File: config.mk
export PLATFORM = sky130hd
export DESIGN_NAME = rr_arbiter4
export DESIGN_NICKNAME = d
export VERILOG_FILES = /design/src/rtl/rr_arbiter4.sv
export SDC_FILE = /design/constraint.sdc
export NUM_CORES = 1
export LEC_CHECK = 0
export BUFFER_PORTS_ARGS = -buffer_cell sky130_fd_sc_hd__buf_2
export CORE_MARGIN = 2
export CORE_UTILIZATION = 27
export DETAILED_ROUTE_END_ITERATION = 16
export PLACE_DENSITY = 0.46
export SLEW_MARGIN = 20
export SYNTH_ARGS = -nofsm -noshare
export SYNTH_HDL_FRONTEND = slang
export SYNTH_SLANG_ARGS = --single-unit
File: constraint.sdc
create_clock -name clk -period 3.9 [get_ports clk]
set_input_delay 0.39 -clock clk [delete_from_list [all_inputs] [get_ports clk]]
set_output_delay 0.39 -clock clk [all_outputs]
set_load 0.1 [all_outputs]
File: src/rtl/rr_arbiter4.sv
// Four-channel round-robin arbiter producing a registered index/enable pair for a 2-to-4 decoder.
// Optional grant timeout is compiled in with `define RR_ARB_TIMEOUT_EN.
module rr_arbiter4 #(
    parameter int HOLD_MAX = 8
) (
    input  logic       clk,
    input  logic       rst,
    input  logic [3:0] req,
    input  logic       done,
    output logic [1:0] A,
    output logic       EN,
    output logic       tmo
);

    typedef enum logic [1:0] {
        S_IDLE  = 2'd0,
        S_GRANT = 2'd1,
        S_GAP   = 2'd2
    } state_t;

    state_t     state_q, state_d;
    logic [1:0] ptr_q, ptr_d;
    logic [1:0] a_q, a_d;
    logic       en_q, en_d;
    logic       tmo_q, tmo_d;
    logic [2:0] win_s;
    logic       release_s;
    logic       timeout_s;

`ifdef RR_ARB_TIMEOUT_EN
    localparam int CW = (HOLD_MAX > 2) ? $clog2(HOLD_MAX) : 1;
    localparam logic [CW-1:0] CNT_MAX = CW'(HOLD_MAX - 1);
    logic [CW-1:0] cnt_q, cnt_d;
`endif

    // Returns {found, index} of the first requester at or after the pointer, wrapping mod 4.
    function automatic logic [2:0] pick_winner(input logic [3:0] r, input logic [1:0] p);
        logic [1:0] k;
        logic [2:0] res;
        res = 3'b000;
        for (int i = 3; i >= 0; i--) begin
            k = p + 2'(i);
            if (r[k]) begin
                res = {1'b1, k};
            end else begin
                res = res;
            end
        end
        return res;
    endfunction

    assign win_s = pick_winner(req, ptr_q);

`ifdef RR_ARB_TIMEOUT_EN
    assign timeout_s = (cnt_q == CNT_MAX);
`else
    assign timeout_s = 1'b0;
`endif

    assign release_s = done | ~req[a_q] | timeout_s;

    // Next-state and next-output computation.
    always_comb begin
        state_d = state_q;
        ptr_d   = ptr_q;
        a_d     = a_q;
        en_d    = en_q;
        tmo_d   = 1'b0;
`ifdef RR_ARB_TIMEOUT_EN
        cnt_d   = cnt_q;
`endif
        case (state_q)
            S_IDLE: begin
                if (win_s[2]) begin
                    a_d     = win_s[1:0];
                    en_d    = 1'b1;
                    state_d = S_GRANT;
`ifdef RR_ARB_TIMEOUT_EN
                    cnt_d   = '0;
`endif
                end else begin
                    en_d = 1'b0;
                end
            end
            S_GRANT: begin
                if (release_s) begin
                    en_d    = 1'b0;
                    ptr_d   = a_q + 2'd1;
                    state_d = S_GAP;
                    // Timeout is only reported when neither done nor withdrawal also ended tenure.
                    tmo_d   = timeout_s & ~done & req[a_q];
                end else begin
                    en_d = 1'b1;
`ifdef RR_ARB_TIMEOUT_EN
                    if (cnt_q != CNT_MAX) begin
                        cnt_d = cnt_q + CW'(1);
                    end else begin
                        cnt_d = cnt_q;
                    end
`endif
                end
            end
            S_GAP: begin
                en_d    = 1'b0;
                state_d = S_IDLE;
            end
            default: begin
                en_d    = 1'b0;
                state_d = S_IDLE;
            end
        endcase
    end

    // State and output registers with asynchronous reset.
    always_ff @(posedge clk or posedge rst) begin
        if (rst) begin
            state_q <= S_IDLE;
            ptr_q   <= 2'd0;
            a_q     <= 2'd0;
            en_q    <= 1'b0;
            tmo_q   <= 1'b0;
`ifdef RR_ARB_TIMEOUT_EN
            cnt_q   <= '0;
`endif
        end else begin
            state_q <= state_d;
            ptr_q   <= ptr_d;
            a_q     <= a_d;
            en_q    <= en_d;
            tmo_q   <= tmo_d;
`ifdef RR_ARB_TIMEOUT_EN
            cnt_q   <= cnt_d;
`endif
        end
    end

    assign A   = a_q;
    assign EN  = en_q;
    assign tmo = tmo_q;

endmodule
After elaboration in Yosys (flattened, before gate mapping):

Cells that the tools add are included.

* register bits after elaboration: 7
* word-level logic and storage cells: 42
* bits in writable memories: 0
* input bits: 7
* bits in read-only memories: 0
* memories kept: 0
* bits in latches: 0
* output and inout bits: 4

* divide/modulo/power cells: 0
* $lt $le $gt $ge: 5
* muxes and demuxes: 20
* equal/unequal tests: 3
* reduce and logical (&&, ||, !) cells: 4
* add/sub/neg operators: 4
* $mul: 0
* bitwise logic cells: 2
* shifts and indexed selects: 0

Operators by type and width (count)
* $lt 2x3->1 const B: 5
* $mux 3: 4
* $bmux 1 s2: 5
* $mux 1: 7
* $reduce_and 2->1: 3
* $add 2x1->2 const B: 2
* $add 2x2->2 const B: 2
* $mux 2: 2
* $ne 2x2->1 const B: 2
* $pmux 2 s2: 1
* $eq 2x1->1 const B: 1
* $logic_not 2->1: 1
* $pmux 1 s2: 1
* $not 1->1: 1
* $or 1x1->1: 1

Logic depth before layout (Yosys ltp):

Gate-level depths: netlist (run 1).

* depth in word-level cells: 9
* depth in mapped cells: 3
* depth with buffers taken out: 3

Least setup slack after synthesis (run 1):

Ideal clock, no wire load.

* kind: register -> register
* start: register a_q[1], in the netlist A[1]
* end: register ptr_q[0]
* cell stages (with the launch flop): 4
* slack: 1.906 ns
* data arrival time: 1.868 ns
* library setup time: 0.126 ns
* cells stage by stage: dfrtp_1 mux2_4 a21o_1 a221o_1

* cells in the longest elaborated chain, start to end: 5

RTL lines
* from (decl): line 23 `logic [1:0] a_q, a_d;`
* from (signal assigned): line 119 `a_q <= 2'd0;`
* from (signal assigned): line 128 `a_q <= a_d;`
* $bmux 1 s2
* $mux 1 (implied by the code): line 60 `assign release_s = done | ~req[a_q] | timeout_s;`
* $not 1->1: line 60
* $or 1x1->1: line 60
* $reduce_and 2->1 (no line)
* to (signal assigned): line 127 `ptr_q <= ptr_d;`
* to (decl): line 22 `logic [1:0] ptr_q, ptr_d;`

No other way between the ends. The select of a mux whose other input is x is not followed.
A chain may end at the register's enable or synchronous reset.

Final worst setup path (run 1):

* start: register a_q[0], in the netlist A[0]
* end: output A[0]

RTL lines
* to (decl): line 10 `output logic [1:0] A,`

No word-level cell between the ends.

==> results of run 1 <==
state kept, by name, summed over array words and instances, names as in the netlist:
signal,count
ptr_q,2
state_q,2
A,2
EN,1
how the worst max path moves through the flow:
stage	startpoint	endpoint	slack [ns]	depth (start not counted)
5_1_grt	A[0]	A[0]	2.25	1
6_report	A[0]	A[0]	2.32	1
4_1_cts	A[0]	A[0]	2.31	1
2_1_floorplan	A[1]	ptr_q[0]	1.91	3
3_5_place_dp	req[1]	ptr_q[0]	2.43	4
3_3_place_gp	req[1]	ptr_q[0]	2.44	4
power groups by stage:
stage                     clock (mW)  sequential [mW]  combinational (mW)
after floorplan                    0            0.250               0.144
after global placement             0            0.149               0.304
after detailed placement           0            0.146               0.302
after CTS                     0.0664            0.145               0.304
after global routing          0.0712            0.153               0.323
final                         0.0627            0.145               0.300
cells in the final DEF (no fill, tap or decap), drive strengths merged:
cell type	n
or3	1
mux2i	2
o41ai	1
nand2b	3
conb	1
clkbuf	4
or2	4
o31ai	1
dfrtp	7
a221o	1
buf	9
a21o	1
and2	1
nor4	1
a221oi	1
a2bb2oi	1
inv	3
o211a	1
o21a	1
nor2	7
a22oi	1
nor2b	3
o21ai	4
mux2	1
nand2	1
a21oi	2
nor3b	1
stage by stage:
stage / setup WS [ns] / cell area [µm²] / power, mW / hold WS [ns] / utilization [%]
6_report: 2.319 / 551.8 / 0.5078 / 0.06473 / 33.03
5_1_grt: 2.253 / 551.8 / 0.5470 / 0.09185 / 33.03
4_1_cts: 2.305 / 551.8 / 0.5148 / 0.07007 / 33.03
3_5_place_dp: 2.432 / 525.5 / 0.4484 / 0.3338 / 31.46
3_3_place_gp: 2.441 / 525.5 / 0.4522 / 0.3315 / 31.46
2_1_floorplan: 1.906 / 466.7 / 0.3935 / 0.1934 / -
cell families after synthesis:
| group | Yosys count | synth area share (%) |
|---|---|---|
| other cells | 1 | 0.8035 |
| compound gates | 15 | 24.40 |
| mux | 3 | 7.506 |
| buf+inv | 4 | 4.022 |
| simple gates | 22 | 25.74 |
| flops | 7 | 37.53 |
layout make-up:
cell class              count  area share, %
repair buffers              9          8.163
multi-input cells          41          49.43
inverters                   3          2.041
flip-flops and latches      7          31.75
clock buffers               4          4.762
well taps                  17          3.855
metal layers:
metal  up-vias  routed length, µm  GRT usage, %
met1       184                464         12.59
met4         0                 14         5.294
met2         9                400         17.75
li1        208                  -             -
met5         -                  0             0
met3         2                 36         4.762
==> results by group, run 1 <==
Run status
  – Outcome: finished, final reports clean

Detailed routing
  – Via count: 403
  – Pre-antenna DRT Iters: 4
  – Avg WL per Cell: 11.31 µm
  – Post-route DRC: 0
  – Via/cell ratio: approximately 5
  – Final antenna-violating net count: 0
  – Drt initial violations: 5
  – Drt total wl: between 900 and 1000 µm

Power
  – Reg power frac: about 28%
  – Leakage: about 0.26 nW
  – Clk pwr share: approximately an eighth
  – Switching Power: between 0.2 and 0.3 mW
  – PwrDens: between 900 and 1000 nW/µm²
  – VDD IR max: 317.4 µV
  – P_int: between 0.2 and 0.25 mW
  – Logic pwr share: roughly three fifths
  – Switching share of total power: roughly 52%

Yosys
  – Synth warnings: 0
  – Yosys reg bits: 7
  – Post-synth ARST share: 100.0%
  – Mapped Nets: 59
  – Post-Syn Instances: 52
  – Synth top area cells: dfrtp_1 38%, nor2_1 5.6%, or2_1 5.4%, mux2i_1 4.3%, nand2b_1 4.0%
  – Mapped cell area: 466.7 µm²
  – Post-synth EDFFs: 0
  – Top-area cell type share of the netlist area: a little under two fifths
  – Netlist cell types: 27
  – Leading cell types by count after synthesis: 7 x dfrtp_1, 7 x nor2_1, 4 x or2_1
  – Leading area contributor after synthesis: dfrtp_1
  – Synth Flop Type: dfrtp_1
  – Synthesized area per cell: about 9 µm²
  – Post-synthesis sequential area ratio: roughly 38%

Worst setup path
  – CP required: about 3.5 ns
  – Path depth of the worst reg2reg path: 3
  – CP max FO: 9
  – CP Cell Sequence: buf_2
  – Reg2reg end: ptr_q[0]
  – R2R Path Start: A[1]
  – Critical path buffer and inverter count: 1
  – Crit-path max cell delay: approximately 0.48 ns
  – Kind of end point of the critical path: output port
  – Startpoint Class: flip-flop
  – Worst path arrival time: about 1.2 ns
  – R2r setup slk: around 2.4 ns
  – Crit path kind: reg2out
  – Delay-heaviest family, CP: buffers and inverters
  – CP max-delay cell: buf_2

Min path
  – Hold Path Class: in2async

Clock tree
  – Post-CTS resize count: 0
  – CTS max path bufs: 2
  – Worst-path clk slew: about 0.050 ns
  – Postcts setup bufs: 0
  – Post-CTS Hold Buffers: 0
  – Number of H-tree levels: 1
  – CTS tree: built
  – Num CTS Buffers: 3
  – Worst-skew pair later-pin latency: 0.24 ns
  – CTS Sinks: 7
  – Root Buffer: clkbuf_4

GRT
  – Largest net degree at the start of global routing: 10
  – Total global routing overflow: 0
  – Vias in the first global route: 401
  – Initial antenna violation count: 0
  – First-pass GRT wire length: approximately 1600 µm
  – GRT Util Overall: about 11%

Timing
  – Post-route minimum period: 1.581 ns
  – RSZ-0062 raised after global routing: false
  – Setup TNS: 0 ns
  – Period utilisation layout: 40.53%
  – Final Slew Violations: 0
  – Setup-failing EPs final: 0
  – Clk_skew: 0.0007007 ns
  – Final hold vios: 0
  – Highest clock rate: 0.6326 GHz

Place
  – Placed cell count: 77
  – Dpl hpwl: between 700 and 800 µm
  – Final GP Congestion: 0.7368
  – Port bufs: 9

Final layout
  – Nets: slightly above 70
  – Post-route insts no fill: a little over 80
  – Share of cells above drive strength 1: around a quarter
  – Filler cells: roughly 180
  – Antenna cell count: 0
  – Synthesis-to-finish area growth: 18.23%
  – Footprint of the multi-input gates: ~270 µm²
  – Register area: ~180 µm²

Die
  – Die Span Y: approximately 46 µm
  – Area of the core: approximately 1700 µm²
  – Std-Cell Rows: 15
  – Die width: between 40 and 50 µm
  – Die Area: ~2100 µm²
  – Number of I/O pins: 11
  – Initial core utilization: ~28%

Run
  – Max Cap Viol: 0
No activity file was read; power rests on OpenSTA's default activity.
==> inputs of run 2 (changes only) <==
--- a/config.mk
+++ b/config.mk
@@ -9,7 +9,7 @@
 export CORE_MARGIN = 2
 export CORE_UTILIZATION = 27
 export DETAILED_ROUTE_END_ITERATION = 16
-export PLACE_DENSITY = 0.46
+export PLACE_DENSITY = 0.47
 export SLEW_MARGIN = 20
 export SYNTH_ARGS = -nofsm -noshare
 export SYNTH_HDL_FRONTEND = slang
==> constraint.sdc (replaced) <==
create_clock -name clk -period 1.4 [get_ports clk]
set_input_delay 0.14 -clock clk [delete_from_list [all_inputs] [get_ports clk]]
set_output_delay 0.14 -clock clk [all_outputs]
set_load 0.1 [all_outputs]
==> run 2 against run 1 <==
  * The flow now finishes with violations (setup timing)
  * Clock skew grew 0.0036 ns
  * Non-clock buffer count grew 6
  * Critical path type is now reg2reg
  * Highest routed layer unchanged
  * Clock-buffer cell count is the same
  * Clock power grew to 3.0 times the previous value
  * Via count grew 12%
  * Combinational power grew to 3.5 times the previous value
  * Largest cell class unchanged
==> results by group, run 2 (synthesis results as in run 1) <==
Run status
  – Outcome: finished with violations (was finished, final reports clean)
  – Violated checks: setup timing

GRT
  – First-pass GRT wire length: 1849 µm (was 1600 µm)
  – Largest net degree at the start of global routing: 8 (was 10)
  – Initial antenna violation count: 0 (unchanged)
  – GRT Util Overall: 12.82% (was 11.10%)
  – Total global routing overflow: 0 (unchanged)
  – Vias in the first global route: 425 (was 401)

Worst setup path
  – Crit-path max cell delay: 0.49 ns (was 0.48 ns)
  – R2r setup slk: -0.01 ns (was 2.44 ns)
  – Crit path kind: reg2reg (was reg2out)
  – Delay-heaviest family, CP: compound AO/OA/AOI/OAI gates (was buffers and inverters)
  – Worst setup path start: A[1] (was A[0])
  – Startpoint Class: flip-flop (unchanged)
  – Critical path buffer and inverter count: 0 (was 1)
  – R2R Path Start: A[1] (unchanged)
  – CP max-delay cell: dfrtp_4 (was buf_2)
  – Worst path arrival time: 1.55 ns (was 1.19 ns)
  – Kind of end point of the critical path: flip-flop (was output port)
  – CP Cell Sequence: mux2_4, a21o_1, a221o_1 (was buf_2)
  – CP required: 1.54 ns (was 3.51 ns)
  – Path depth of the worst reg2reg path: 3 (unchanged)
  – Reg2reg end: ptr_q[0] (unchanged)
  – CP max FO: 3 (was 9)

Timing
  – PnR worst setup slack: -0.01165 ns (was 2.319 ns)
  – Setup TNS: -0.01165 ns (was 0 ns)
  – Period utilisation layout: 100.8%
  – Setup-failing EPs final: 1 (was 0)
  – WHS: 0.2656 ns (was 0.06473 ns)
  – Final hold vios: 0 (unchanged)
  – RSZ-0062 raised after global routing: true (was false)
  – Highest clock rate: slightly above 0.7 GHz
  – Final Slew Violations: 0 (unchanged)
  – Post-route minimum period: 1.412 ns
  – Clk_skew: 0.004261 ns (was 0.0007007 ns)

Final layout
  – Synthesis-to-finish area growth: 34.05% (was 18.23%)
  – Share of cells above drive strength 1: 32.86% (was 23.44%)
  – Filler cells: 173 (was 181)
  – Core Util, Final: 37.45% (was 33.03%)
  – Most common cell after layout, fill and taps aside: buf_2 (unchanged)
  – Antenna cell count: 0 (unchanged)
  – Nets: 78 (was 72)
  – Post-route insts no fill: 87 (was 81)
  – Most frequent cells in the layout: 8 x buf_2, 7 x nor2_1, 5 x dfrtp_1, 5 x buf_4, 4 x or2_1 (was 9 x buf_2, 7 x dfrtp_1, 7 x nor2_1)

Die
  – Initial core utilization: 27.94% (unchanged)
  – Area of the core: 1670 µm² (unchanged)
  – Number of I/O pins: 11 (unchanged)
  – Die width: 45.58 µm (unchanged)
  – Std-Cell Rows: 15 (unchanged)
  – Die Area: 2077 µm² (unchanged)
  – Die Span Y: 45.58 µm (unchanged)

Power
  – Leakage: 0.2920 nW (was 0.2604 nW)
  – VDD IR max: 839.6 µV (was 317.4 µV)
  – PwrDens: 2604 nW/µm² (was 920.3 nW/µm²)

Detailed routing
  – Via/cell ratio: 5.172 (was 4.975)
  – Drt total wl: 1134 µm (was 916 µm)
  – Via count: 450 (was 403)
  – Drt initial violations: 17 (was 5)
  – Pre-antenna DRT Iters: 6 (was 4)
  – Final antenna-violating net count: 0 (unchanged)
  – Avg WL per Cell: 13.03 µm (was 11.31 µm)
  – Post-route DRC: 0 (unchanged)

Clock tree
  – Number of H-tree levels: 1 (unchanged)
  – Worst-skew pair later-pin latency: 0.25 ns (was 0.24 ns)
  – CTS tree: built (unchanged)
  – Worst-path clk slew: 0.06 ns (was 0.05 ns)
  – CTS Sinks: 7 (unchanged)
  – Num CTS Buffers: 3 (unchanged)
  – Root Buffer: clkbuf_4 (unchanged)
  – CTS max path bufs: 2 (unchanged)

Place
  – Placed cell count: 82 (was 77)
  – Pre-CTS WS: -0.005909 ns (was 2.432 ns)
  – Final GP Congestion: 0.7995 (was 0.7368)
  – Port bufs: 9 (unchanged)
  – Dpl hpwl: 880.8 µm (was 753.1 µm)

Min path
  – WHS Path Cells: 3
  – Hold Path Class: in2reg (was in2async)
  – Hold Crit Start: req[1]
  – End point of the worst hold path: A[1]

Run
  – Max Cap Viol: 0 (unchanged)
[run 2: cell types whose count changed in the layout (fill, tap and decap cells not counted), sizes merged]
cell	change
buf	+5
dlygate4sd3	+1
[run 2: worst register-to-register path, delay by kind of cell, from the launching register on]
| family | cells | cell delay (ns) |
|---|---|---|
| AO/OA/AOI/OAI | 2 | 0.50 |
| flip-flops | 1 | 0.49 |
| multiplexers | 1 | 0.31 |
[run 2: worst max path at each step]
stage          endpoint  slack (ns)  cells past startpoint
6_report       ptr_q[0]       -0.01                      3
5_1_grt        ptr_q[0]       -0.04                      3
4_1_cts        ptr_q[0]      -0.009                      3
3_5_place_dp   ptr_q[0]      -0.006                      3
3_3_place_gp   ptr_q[0]        0.02                      3
2_1_floorplan  ptr_q[0]       -0.16                      3
[run 2: per-stage QoR]
stage,power [mW],cell area [µm²]
floorplan,1.108,471.7
global placement,1.439,583.1
detailed placement,1.430,583.1
CTS,1.630,619.3
global route,1.742,625.6
finish,1.629,625.6
[run 2: per-layer routing]
metal  track usage, %  vias to the layer above  wire, µm
li1                 -                      221         -
met2            18.03                       14       528
met4            6.471                        0        24
met5                0                        -         0
met1            16.95                      211       529
met3            4.762                        4        52
[run 2: report_power, final]
part           switching [mW]  leakage [nW]  internal (mW)
combinational           0.641         0.197          0.402
sequential             0.0839        0.0803          0.312
clock                  0.0815        0.0150          0.109
[run 2: timing repair]
| item | in CTS | in global routing |
|---|---|---|
| setup buffers | 0 | 0 |
| hold buffers | 1 | 0 |
| setup endpoints to repair | 1 | 4 |
| resized for setup | 0 | 1 |
| pin swaps | 0 | 1 |
| hold endpoints to repair | 7 | 0 |
[run 2: final cells by class]
cell class | instances | area [µm²] | area share (%)
Inverter | 3 | 11.26 | 1.800
Clock buffer | 4 | 26.28 | 4.200
Sequential cell | 7 | 180.2 | 28.80
Timing Repair Buffer | 15 | 107.6 | 17.20
Multi-Input combinational cell | 41 | 279.0 | 44.60
Tap cell | 17 | 21.27 | 3.400
